`src/rtl/hazard_sched_unit.sv`:
```
// hazard_sched_unit: hazard detection, forwarding selects, branch flush and
// flag register for the 5-stage LEGv8 pipeline. The unit tracks its own
// shadow copy of the destination info held in ID/EX, EX/MEM and MEM/WB.
module hazard_sched_unit #(
  parameter int REG_W    = 5,
  parameter int ZERO_REG = 31
) (
  input  logic             clk,
  input  logic             reset,
  input  logic             id_valid,
  input  logic [REG_W-1:0] id_rn,
  input  logic             id_rn_used,
  input  logic [REG_W-1:0] id_rb,
  input  logic             id_rb_used,
  input  logic [REG_W-1:0] id_rd,
  input  logic             id_reg_write,
  input  logic             id_read_mem,
  input  logic             id_set_flags,
  input  logic             id_cbz,
  input  logic             id_br_taken,
  input  logic             ex_n,
  input  logic             ex_z,
  input  logic             ex_v,
  input  logic             ex_c,
  output logic             pc_en,
  output logic             ifid_en,
  output logic             ifid_flush,
  output logic             idex_bubble,
  output logic [1:0]       fwd_a,
  output logic [1:0]       fwd_b,
  output logic [1:0]       cbz_fwd,
  output logic             cond_n,
  output logic             cond_z,
  output logic             cond_v,
  output logic             cond_c,
  output logic             flag_n,
  output logic             flag_z,
  output logic             flag_v,
  output logic             flag_c
);

  localparam logic [REG_W-1:0] ZERO_IDX = REG_W'(ZERO_REG);

  localparam logic [1:0] SEL_REGFILE = 2'b00;
  localparam logic [1:0] SEL_EXMEM   = 2'b01;
  localparam logic [1:0] SEL_MEMWB   = 2'b10;

  typedef struct packed {
    logic             valid;
    logic [REG_W-1:0] rd;
    logic             reg_write;
    logic             read_mem;
    logic             set_flags;
  } stage_t;

  localparam stage_t EMPTY_STAGE = '{valid: 1'b0, rd: '0, reg_write: 1'b0,
                                     read_mem: 1'b0, set_flags: 1'b0};

  stage_t ex_stage, mem_stage, wb_stage;
  stage_t ex_next;

  logic       load_use_stall;
  logic       cbz_stall;
  logic       stall;
  logic [1:0] fwd_a_next, fwd_b_next;

  // A stage supplies register r only if it really writes a non-XZR register.
  function automatic logic stage_match(input stage_t s,
                                       input logic [REG_W-1:0] r,
                                       input logic used);
    return s.valid && s.reg_write && (s.rd == r) && (r != ZERO_IDX) && used;
  endfunction

  // Operand select for an EX operand: the closest producer wins.
  function automatic logic [1:0] ex_select(input stage_t ex_s,
                                           input stage_t mem_s,
                                           input logic [REG_W-1:0] r,
                                           input logic used);
    if (stage_match(ex_s, r, used))
      return SEL_EXMEM;
    else if (stage_match(mem_s, r, used))
      return SEL_MEMWB;
    else
      return SEL_REGFILE;
  endfunction

  // Stall detection, CBZ operand select and the instruction entering EX.
  always_comb begin
    load_use_stall = 1'b0;
    cbz_stall      = 1'b0;
    cbz_fwd        = SEL_REGFILE;
    ex_next        = EMPTY_STAGE;
    fwd_a_next     = SEL_REGFILE;
    fwd_b_next     = SEL_REGFILE;

    load_use_stall = id_valid && ex_stage.read_mem &&
                     (stage_match(ex_stage, id_rn, id_rn_used) ||
                      stage_match(ex_stage, id_rb, id_rb_used));

    // CBZ resolves in ID, so an EX producer or a load still in MEM is too late.
    cbz_stall = id_cbz &&
                (stage_match(ex_stage, id_rb, 1'b1) ||
                 (mem_stage.read_mem && stage_match(mem_stage, id_rb, 1'b1)));

    if (stage_match(mem_stage, id_rb, 1'b1) && !mem_stage.read_mem)
      cbz_fwd = SEL_EXMEM;
    else if (stage_match(wb_stage, id_rb, 1'b1))
      cbz_fwd = SEL_MEMWB;

    if (id_valid && !(load_use_stall || cbz_stall)) begin
      ex_next.valid     = 1'b1;
      ex_next.rd        = id_rd;
      ex_next.reg_write = id_reg_write && (id_rd != ZERO_IDX);
      ex_next.read_mem  = id_read_mem;
      ex_next.set_flags = id_set_flags;
      fwd_a_next        = ex_select(ex_stage, mem_stage, id_rn, id_rn_used);
      fwd_b_next        = ex_select(ex_stage, mem_stage, id_rb, id_rb_used);
    end
  end

  assign stall       = load_use_stall || cbz_stall;
  assign pc_en       = !stall;
  assign ifid_en     = !stall;
  assign idex_bubble = stall;
  assign ifid_flush  = id_valid && id_br_taken && !stall;

  // Flags from an ADDS/SUBS in EX are bypassed so B.LT can follow directly.
  always_comb begin
    cond_n = flag_n;
    cond_z = flag_z;
    cond_v = flag_v;
    cond_c = flag_c;
    if (ex_stage.valid && ex_stage.set_flags) begin
      cond_n = ex_n;
      cond_z = ex_z;
      cond_v = ex_v;
      cond_c = ex_c;
    end
  end

  // Shadow pipeline advance and registered EX forwarding selects.
  always_ff @(posedge clk or posedge reset) begin
    if (reset) begin
      ex_stage  <= EMPTY_STAGE;
      mem_stage <= EMPTY_STAGE;
      wb_stage  <= EMPTY_STAGE;
      fwd_a     <= SEL_REGFILE;
      fwd_b     <= SEL_REGFILE;
    end else begin
      ex_stage  <= ex_next;
      mem_stage <= ex_stage;
      wb_stage  <= mem_stage;
      fwd_a     <= fwd_a_next;
      fwd_b     <= fwd_b_next;
    end
  end

  // Architectural flag register, written by flag-setting instructions in EX.
  always_ff @(posedge clk or posedge reset) begin
    if (reset) begin
      flag_n <= 1'b0;
      flag_z <= 1'b0;
      flag_v <= 1'b0;
      flag_c <= 1'b0;
    end else if (ex_stage.valid && ex_stage.set_flags) begin
      flag_n <= ex_n;
      flag_z <= ex_z;
      flag_v <= ex_v;
      flag_c <= ex_c;
    end
  end

endmodule

```
`config.mk`:
```
export PLATFORM = sky130hd
export DESIGN_NAME = hazard_sched_unit
export DESIGN_NICKNAME = d
export VERILOG_FILES = /design/src/rtl/hazard_sched_unit.sv
export SDC_FILE = /design/constraint.sdc
export NUM_CORES = 1
export LEC_CHECK = 0
export CAP_MARGIN = 5
export CORE_MARGIN = 3
export CORE_UTILIZATION = 41
export DETAILED_ROUTE_END_ITERATION = 6
export PLACE_DENSITY = 0.79
export SYNTH_ARGS = -nofsm -noshare
export SYNTH_HDL_FRONTEND = slang
export SYNTH_SLANG_ARGS = --single-unit
```
`constraint.sdc`:
```
create_clock -name clk -period 1.7 [get_ports clk]
set_input_delay 0.34 -clock clk [delete_from_list [all_inputs] [get_ports clk]]
set_output_delay 0.34 -clock clk [all_outputs]
set_load 0.01 [all_outputs]
```
Word level (Yosys, flattened, before mapping):

Cells that the tools add are included.

* equal/unequal tests: 8
* muxes and demuxes: 13
* reduce and logical (&&, ||, !) cells: 32

Operators by type and width (number)
* logical AND 1 bit: 27
* equality test 5 bit: 5
* two-way mux 2 bit: 8
* inequality test 5 bit, second input constant: 3
* two-way mux 9 bit: 1
* two-way mux 1 bit: 4
* logical OR 1 bit: 3
* logical NOT 1 bit: 2

* register bits: 32
* output and inout port bits: 18
* logic and storage cells: 71

Longest topological paths before layout:

* word-level depth: 10
* gate-level depth with buffers: 6
* mapped depth without buffers: 4

Least setup slack after synthesis:

No wires, ideal clock.

* path type: input to output
* start point: in id_rb[4]
* end point: out pc_en
* arrival: 1669 ps
* path slack: -309 ps
* cell stages on the path: 6
* path buffers: 2
* path through: nand4_1 > nor2_1 > and4bb_4 > buf_2 > a311oi_1 > buf_4

* word-level cells in the longest chain between the ends: 8

Ends and longest elaborated chain
* start: declaration: RTL line 13 `input logic [REG_W-1:0] id_rb,`
* equality test 5 bit: RTL line 71 `return s.valid && s.reg_write && (s.rd == r) && (r != ZERO_IDX) && used;`
* logical AND 1 bit (2 in a row): RTL line 71
* logical AND 1 bit (on tied branches): RTL line 71, 103
* logical OR 1 bit (on tied branches): RTL line 97, 102
* logical AND 1 bit (on tied branches): RTL line 96, 101
* logical OR 1 bit *: RTL line 121 `assign stall = load_use_stall || cbz_stall;`
* logical NOT 1 bit *
* end: declaration: RTL line 25 `output logic pc_en,`

Every way passes the cells marked *; elsewhere a longest branch is shown, timed or not.

Final worst setup path:

* start point: in id_rb[2]
* end point: out ifid_flush

* word-level cells in the longest chain between the ends: 9

Ends and longest elaborated chain
* equality test 5 bit: RTL line 71
* logical AND 1 bit (2 in a row): RTL line 71
* logical AND 1 bit (on tied branches): RTL line 71, 103
* logical OR 1 bit (on tied branches): RTL line 97, 102
* logical AND 1 bit (on tied branches): RTL line 96, 101
* logical OR 1 bit *: RTL line 121
* logical NOT 1 bit *: RTL line 125 `assign ifid_flush = id_valid && id_br_taken && !stall;`
* logical AND 1 bit *: RTL line 125
* end: declaration: RTL line 27 `output logic ifid_flush,`

Marked as above.

==> metrics.md <==
| Metric | Value |
|---|---|
| Antenna viol nets, final | 0 |
| Max-cap violations | 0 |
| Drt initial violations | 115 |
| Critical Path RT | 1.36 ns |
| RePlAce Congestion | 0.923 |
| Sequential area share after synthesis | 54.9% |
| Number of flops mapped to enable cells by yosys | 0 |
| Synth area leaders | dfrtp_1, xnor2_1, nor4b_1 |
| Antenna violations before repair | 0 |
| Hold Violations, Final | 0 |
| Final setup fails | 23 |
| TNS Setup | -6.98 ns |
| Layout cells sized above 1 | 46.6% |
| Residual DRC | 0 |
| TritonCTS Buffers | 5 |
| I/O pins | 47 |
| Worst-Margin Slew | 0.418 ns |
| Synth area leader | dfrtp_1 |
| Clock buffer depth | 2 |
| TritonRoute pass-1 iters | 4 |
| GR Util met1 | 30.8% |
| Nets | 250 |
| Achievable Freq | 0.410 GHz |
| Rows | 21 |
| Initial core utilization | 43.0% |
| Hold-fix buffer count after cts | 0 |
| Period utilization | 143% |
| PortBufs | 46 |
| Final Max Slew Viols | 0 |
| Root Driver | clkbuf_4 |
| Mean cell area of the mapped netlist | 12.3 sq um |
| Failing checks | setup timing |
| Cells after synthesis | 119 |
| Synth Warn # | 0 |
| Hold Path Depth | 0 |
| Layout area overhead | 84.4% |
| Top post-synthesis cells by count | dfrtp_1, xnor2_1, nor4b_1 |
| Top_reg_cell synth | dfrtp_1 |
| Post-route cell area | 2690 sq um |
| Netlist cell types | 30 |
| Arrival @ worst endpoint | 2.10 ns |
| Pin count of the biggest net entering global routing | 33 |
| Ys async rst share | 100% |
| Setup ws final | -0.739 ns |
| Die H | 65.7 microns |
| Hold WC Path Type | reg -> reg |
| CTS tree | done |
| Max VDD drop | 504 uV |
| GRT met3 Usage | 5.98% |
| Worst slew margin | 72.1% |
| Final wirelength | 5770 microns |
| Syn nets | 148 |
| Inserted Diodes | 0 |
| Routed vias | 1463 |
| Crit-path max FO | 4 |
| Status | finished with violations |
| R2r worst-path depth | 7 |
| Unrepaired setup endpoints after global routing | true |
| Core area | 3390 sq um |
| CTS clk-pin slew, worst paths | 0.10 ns |
| Reg-to-reg setup timing slack | -0.28 ns |
| Count leader, synth | dfrtp_1 |
| CTS sink cnt | 32 |
| Routed vias/inst | 5.48 |
| Placed cell area | 2240 sq um |
| Die width | 65.7 microns |
| Post-Route Skew | 0.0126 ns |
| Clock Latency Late Sink | 0.34 ns |
| Worst Setup Path Type | in -> out |
| Pleak | 1.19 nW |
| Tmin final | 2.44 ns |
| Post-DP HPWL | 3140 microns |
| Die area | 4310 sq um |
| Power per standard cell area | 645 nW/um^2 |
| Fill count | 190 |
| H-tree depth | 2 |
| First-pass GRT wire length | 8340 microns |
| Vias in the first global route | 1593 |
| Critical path startpoint category | input port |
| Met2 Resource Use GR | 46.8% |
| Synth Cell Area | 1460 sq um |
| Most Crowded Layer GR | met2 |
| WL/cell | 21.6 microns |
| Synth Register Bits | 32 |
| Share of the synthesized area in the top cell type | 54.9% |
| GRT Total Usage | 27.0% |
| Gr ovfl total | 0 |
| Critical Path End Type | output port |
==> worst max-delay path, stage by stage <==
cell	delay [ns]
dlygate4sd2_1	0.34
nand4_1	0.19
buf_4	0.20
o211ai_4	0.23
buf_4	0.19
o31ai_4	0.08
nor4b_2	0.34
buf_2	0.19
==> power breakdown <==
part | total, W | leakage (nW) | internal [W] | switching [W]
clock | 0.000403 | 0.0281 | 0.000152 | 0.000251
combinational | 0.000483 | 0.754 | 0.000276 | 0.000207
sequential | 0.000848 | 0.408 | 0.000809 | 0.0000395
total | 0.00173 | 1.19 | 0.00124 | 0.000498
==> routing by layer <==
layer | wire length, microns | vias up
met1 | 2220 | 749
li1 | - | 635
met5 | 0 | -
met2 | 3080 | 69
met4 | 160 | 0
met3 | 308 | 10
==> what timing repair did <==
item,in CTS,in global routing
resized for setup,91,19
endpoints found under the setup margin,23,23
setup buffers,14,7
cloned,3,0
pin swaps,11,7
==> layout make-up <==
type	instances	area (sq um)	share of cell area (%)
Timing Repair Buffer	99	911	33.9
Clock inverter	1	5.00	0.186
Sequential cell	32	801	29.8
Multi-Input combinational cell	81	867	32.2
Clock buffer	6	41.3	1.53
Tap cell	46	57.6	2.14
Inverter	2	7.51	0.279
==> through the flow <==
step	setup slack, ns	util (%)	power (W)	hold slack (ns)	cells
floorplan	-0.238	-	0.000995	0.354	119
global placement	-1.07	66.0	0.00123	0.359	242
detailed placement	-1.19	66.0	0.00124	0.363	242
CTS	-0.672	76.2	0.00170	0.375	264
global route	-0.828	79.4	0.00180	0.411	267
finish	-0.739	79.4	0.00173	0.375	267
==> flip-flops by register name (all words and copies together), names as in the netlist <==
| signal | count |
|---|---|
| ex_stage | 9 |
| flag_c | 1 |
| flag_n | 1 |
| flag_v | 1 |
| flag_z | 1 |
| fwd_a | 2 |
| fwd_b | 2 |
| mem_stage | 8 |
| wb_stage | 7 |
==> path summary, 6_finish.rpt <==
check | start | to
setup / recovery | id_rb[2] | ifid_flush
hold / removal | mem_stage[2] | wb_stage[2]
setup reg to reg | ex_stage[4] | ex_stage[0]
hold reg to reg | mem_stage[2] | wb_stage[2]
max in group asynchronous | reset | ex_stage[6]
min in group asynchronous | reset | mem_stage[7]
==> logic make-up after synthesis <==
logic type / synth area share, %
compound gates: 6.00
xor+xnor: 15.0
buf+inv: 1.89
flops: 54.9
mux: 3.09
simple gates: 19.1
==> placed cells by master (no fill, tap or decap), drive strengths merged, types with 2 or more instances in the layout <==
| cell | Yosys | routed |
|---|---|---|
| or4 | 2 | 2 |
| dlymetal6s2s | 0 | 2 |
| buf | 2 | 63 |
| xnor2 | 16 | 16 |
| dlygate4sd2 | 0 | 6 |
| nand4 | 5 | 5 |
| o211ai | 2 | 2 |
| mux2 | 4 | 4 |
| clkbuf | 2 | 6 |
| xor2 | 9 | 9 |
| nor4 | 4 | 4 |
| dfrtp | 32 | 32 |
| nor2 | 4 | 4 |
| nand3 | 3 | 3 |
| inv | 2 | 2 |
| nand2 | 7 | 7 |
| clkdlybuf4s50 | 0 | 28 |
| nor3 | 5 | 5 |
| nor4b | 10 | 10 |
Note: power is estimated with default switching activity, not from simulation.
